### config.mk
export PLATFORM = sky130hd
export DESIGN_NAME = mux_nx1_rr
export DESIGN_NICKNAME = d
export VERILOG_FILES = /design/src/rtl/mux_nx1_rr.sv
export SDC_FILE = /design/constraint.sdc
export NUM_CORES = 1
export LEC_CHECK = 0
export ABC_AREA = 1
export ABC_CLOCK_PERIOD_IN_PS = 5220
export CAP_MARGIN = 10
export CELL_PAD_IN_SITES_DETAIL_PLACEMENT = 0
export CELL_PAD_IN_SITES_GLOBAL_PLACEMENT = 1
export CORE_UTILIZATION = 29
export CTS_BUF_LIST = sky130_fd_sc_hd__clkbuf_4 sky130_fd_sc_hd__clkbuf_8 sky130_fd_sc_hd__clkbuf_16
export CTS_CLUSTER_DIAMETER = 150
export DETAILED_ROUTE_END_ITERATION = 10
export MAX_ROUTING_LAYER = met4
export PLACE_DENSITY_LB_ADDON = 0.1
export SLEW_MARGIN = 20
export SYNTH_ARGS = -nofsm -noshare
export SYNTH_HDL_FRONTEND = slang
export SYNTH_SLANG_ARGS = --single-unit
### constraint.sdc
create_clock -name clk -period 5.22 [get_ports clk]
set_clock_uncertainty 0.05 [all_clocks]
set_input_delay 0.783 -clock clk [delete_from_list [all_inputs] [get_ports clk]]
set_output_delay 0.783 -clock clk [all_outputs]
set_load 0.05 [all_outputs]
### src/rtl/mux_nx1_rr.sv
// N:1 registered mux with per-channel valid/ready. Mode 0 picks the channel named
// by sel, mode 1 arbitrates round-robin among requesting channels.
module mux_nx1_rr #(
  parameter  int N  = 4,
  parameter  int W  = 8,
  localparam int SW = $clog2(N)
) (
  input  logic           clk,
  input  logic           rst_n,
  input  logic           mode,
  input  logic [SW-1:0]  sel,
  input  logic [N*W-1:0] in_data,
  input  logic [N-1:0]   in_valid,
  output logic [N-1:0]   in_ready,
  output logic [W-1:0]   out_data,
  output logic [SW-1:0]  out_ch,
  output logic           out_valid,
  input  logic           out_ready
);

  logic [N-1:0][W-1:0] chan_data;
  logic [2*N-1:0]      rot;
  logic [SW:0]         sum;
  logic [SW-1:0]       g;
  logic                gnt, free, xfer_in;

  logic                vld_q, vld_d;
  logic [W-1:0]        data_q, data_d;
  logic [SW-1:0]       ch_q, ch_d;
  logic [SW-1:0]       ptr_q, ptr_d;

  assign chan_data = in_data;
  assign free      = !vld_q || out_ready;
  assign xfer_in   = gnt && free;

  // Round-robin: rotate requests so bit 0 is the channel at ptr, take the
  // lowest set bit, then map the offset back to an absolute channel index.
  always_comb begin
    g   = '0;
    gnt = 1'b0;
    sum = '0;
    rot = {in_valid, in_valid} >> ptr_q;
    if (!mode) begin
      for (int k = 0; k < N; k++) begin
        if (sel == SW'(k) && in_valid[k]) begin
          g   = SW'(k);
          gnt = 1'b1;
        end
      end
    end else begin
      for (int i = 0; i < N; i++) begin
        if (!gnt && rot[i]) begin
          gnt = 1'b1;
          sum = {1'b0, ptr_q} + (SW+1)'(i);
          g   = (sum >= (SW+1)'(N)) ? SW'(sum - (SW+1)'(N)) : SW'(sum);
        end
      end
    end
  end

  always_comb begin
    for (int k = 0; k < N; k++)
      in_ready[k] = rst_n && xfer_in && (g == SW'(k));
  end

  always_comb begin
    vld_d  = vld_q;
    data_d = data_q;
    ch_d   = ch_q;
    ptr_d  = ptr_q;
    if (xfer_in) begin
      vld_d = 1'b1;
      ch_d  = g;
      for (int k = 0; k < N; k++)
        if (g == SW'(k)) data_d = chan_data[k];
      if (mode) ptr_d = (g == SW'(N-1)) ? '0 : g + SW'(1);
    end else if (out_ready) begin
      vld_d = 1'b0;
    end
  end

  always_ff @(posedge clk or negedge rst_n) begin
    if (!rst_n) begin
      vld_q  <= 1'b0;
      data_q <= '0;
      ch_q   <= '0;
      ptr_q  <= '0;
    end else begin
      vld_q  <= vld_d;
      data_q <= data_d;
      ch_q   <= ch_d;
      ptr_q  <= ptr_d;
    end
  end

  assign out_valid = vld_q;
  assign out_data  = data_q;
  assign out_ch    = ch_q;

endmodule
==> impl_metrics.py <==
metrics = {
    "global_routing": {
        "grt_pass1_wl_mm": 5.35,
        "grt_start_max_net_pins": 19,
        "grt.total_usage": 0.159,
        "antenna_found_initial": 0,
        "grt_overflow": 0,
        "grt_pass1_vias": 1194,
    },
    "worst_setup_path": {
        "critical-path-top-delay-family": "buffers and inverters",
        "cp.required_ps": 4390,
        "path_cells": "clkdlybuf4s50_1 > inv_1 > nand2_1 > nand2_1 > nand2_1 > nand2_2 > inv_1 > a21oi_1 > nand2_1 > nand3_2 > nand2_1 > inv_1 > ha_1 > clkinv_1 > nor2_1 > clkdlybuf4s50_1",
        "cp_slowest_cell": "clkdlybuf4s50_1",
        "crit_fanout": 9,
        "crit_path_end_kind": "output pin",
        "startpoint_type": "primary input",
        "criticalPathCategory": "primary input to output pin",
        "arrival_ps": 3890,
        "path_common_cell": "nand2_1",
        "cpPeakStageDelay_ps": 810,
        "critPathBufInv": 6,
    },
    "yosys": {
        "synth.area.top_cells": "dfrtp_1 (26%), nand2_1 (24%), nand3_1 (6.9%), o21ai_0 (6.9%), nand2_4 (5.4%)",
        "synthCells": 195,
        "yosysSeqAreaShare": 0.262,
        "ys_warn_count": 0,
        "synthMuxAreaShare": 0,
        "ys_types": 25,
        "yosys.area.top_type": "dfrtp_1",
        "synth_xor_area_frac": 0.00706,
        "synth-simple-area-share": 0.505,
        "synth_top_area_frac": 0.262,
        "ys_ff_latch": 13,
        "yosys.area_share.adder": 0.0404,
        "synth_compound_area_frac": 0.0827,
        "synth_top_family_by_area": "simple AND/OR/NAND/NOR gates",
        "syn_area_um2": 1240,
        "syn_nets": 241,
        "synth_area_per_cell_um2": 6.36,
    },
    "placed_design": {
        "portBuffers": 56,
        "gp_congestion": 0.865,
        "place_inst": 297,
        "dp_hpwl_mm": 2.68,
    },
    "flow_run": {
        "maxCapViolCount": 0,
    },
    "final_layout": {
        "layout_commonest_cell": "nand2_1",
        "num_antenna_cells": 0,
        "drive_gt1_frac": 0.112,
        "instances_no_fill": 301,
        "nets": 298,
        "multiInputGateArea_um2": 787,
        "mostFrequentLayoutCells": "nand2_1 (80), clkdlybuf4s50_1 (56), nand3_1 (17), inv_1 (17), o21ai_0 (17)",
        "layout-area-overhead-vs-synth_pct": 52.5,
        "utilization": 0.466,
        "seqCellArea_um2": 325,
        "nFillCells": 423,
    },
    "cts": {
        "cts_tree": "yes",
        "clk_latency_ps": 240,
        "cts.path.max_buffers": 2,
        "cts_buffers": 3,
        "clkSinkCount": 13,
        "post_cts_buffers": 0,
        "post_cts_resized": 0,
        "htree_levels": 1,
        "cts_root_buf": "clkbuf_8",
        "path_clk_slew_ps": 50,
        "holdBufCountCts": 0,
    },
    "sta": {
        "max_freq_ghz": 0.212,
        "slew_viol_final": 0,
        "tns_ps": 0,
        "rsz0062_at_grt": "false",
        "period_share": 0.905,
        "finalHoldViolCount": 0,
        "tightest_slew_ps": 515,
        "max_slew_margin": 0.656,
        "period_needed_ps": 4720,
        "finalSetupViolCount": 0,
    },
    "floorplan": {
        "rows": 23,
        "die_area_um2": 4540,
        "initial_core_util": 0.306,
        "fp.dieW_um": 67.4,
        "die_h_um": 67.4,
        "pin_count": 57,
        "core_area_um2": 4060,
    },
    "route": {
        "postRouteAntennaNets": 0,
        "drc_errors": 0,
        "drt-total-wl_mm": 3.18,
        "vias_per_cell": 4.32,
        "drt_iter0_drc": 80,
        "avgRoutedWirePerCell_um": 10.6,
        "firstDrtPassIters": 4,
        "num_vias": 1301,
    },
    "power_and_ir_drop": {
        "powerDensity_nw_per_um2": 512,
        "ir_worst_vdd_uv": 260,
        "power.static_leakage_nw": 0.922,
    },
    "worst_hold_path": {
        "hold_path_class": "flip-flop to flip-flop",
    },
    "status": {
        "status": "finished clean",
    },
}
## cell type report
type	instances	share of cell area
tap	50	0.0331
clock buffer	4	0.0258
multi-input combinational	154	0.416
sequential	13	0.172
timing repair buffer	59	0.308
inverter	21	0.0443
## cells in the mapped netlist (all sizes together)
master	n
ha	4
nand2	90
nand4	2
nor2	12
clkinv	1
buf	4
o21ai	18
nand3	22
nor3	3
a21oi	1
xnor2	1
dfrtp	13
o21bai	1
inv	20
clkbuf	3
## power by group
part | leakage [nW] | switching (mW) | internal, mW
Sequential | 0.158 | 0.0485 | 0.148
Clock | 0.0262 | 0.0342 | 0.0590
Combinational | 0.737 | 0.437 | 0.243
## worst paths after layout
check | from | endpoint | slack [ps] | depth (start not counted)
worst min-delay path | out_data[3] | out_data[3] | 420 | 2
worst max register to register | ptr_q[0] | out_data[3] | 2280 | 18
worst min register to register | out_data[3] | out_data[3] | 420 | 2
min in group asynchronous | rst_n | out_data[0] | 790 | 2
max in group asynchronous | rst_n | ptr_q[0] | 4170 | 2
worst max-delay path | in_valid[1] | in_ready[1] | 500 | 16
## per-layer routing
metal / GRT usage / vias up / wire, um
met5: - / - / 0
met3: 0.0135 / 4 / 111
met4: 0.0638 / 0 / 38
met2: 0.233 / 33 / 1330
li1: - / 721 / -
met1: 0.222 / 543 / 1700
## worst reg2reg max path: cells and delay by family, from the launching register on
kind | cells | cell delay [ps]
fa+ha+maj | 1 | 350
buf+inv | 3 | 450
flops | 1 | 610
compound gates | 3 | 310
simple gates | 11 | 1030
## kinds of logic (layout without fill, tap and decap cells)
group,after synthesis,after routing
AO/OA/AOI/OAI,20,20
XOR/XNOR,1,1
adder cells (fa/ha/maj),4,4
buffers and inverters,28,84
flip-flops,13,13
AND/OR/NAND/NOR,129,129
## sequential cells by signal, summed over array words and instances, names as in the netlist
| signal | cells |
|---|---|
| ptr_q | 2 |
| out_data | 8 |
| out_ch | 2 |
| out_valid | 1 |
## through the flow
| stage | cell area (um^2) | power, mW | hold WS [ps] | setup slack, ps |
|---|---|---|---|---|
| after CTS | 1890 | 0.977 | 421 | 474 |
| after global routing | 1890 | 1.06 | 441 | 219 |
| after floorplan | 1240 | 0.694 | 437 | 1460 |
| after global placement | 1840 | 0.885 | 404 | 501 |
| final | 1890 | 0.969 | 417 | 496 |
| after detailed placement | 1840 | 0.881 | 407 | 494 |
(Power assumes the default switching activity.)
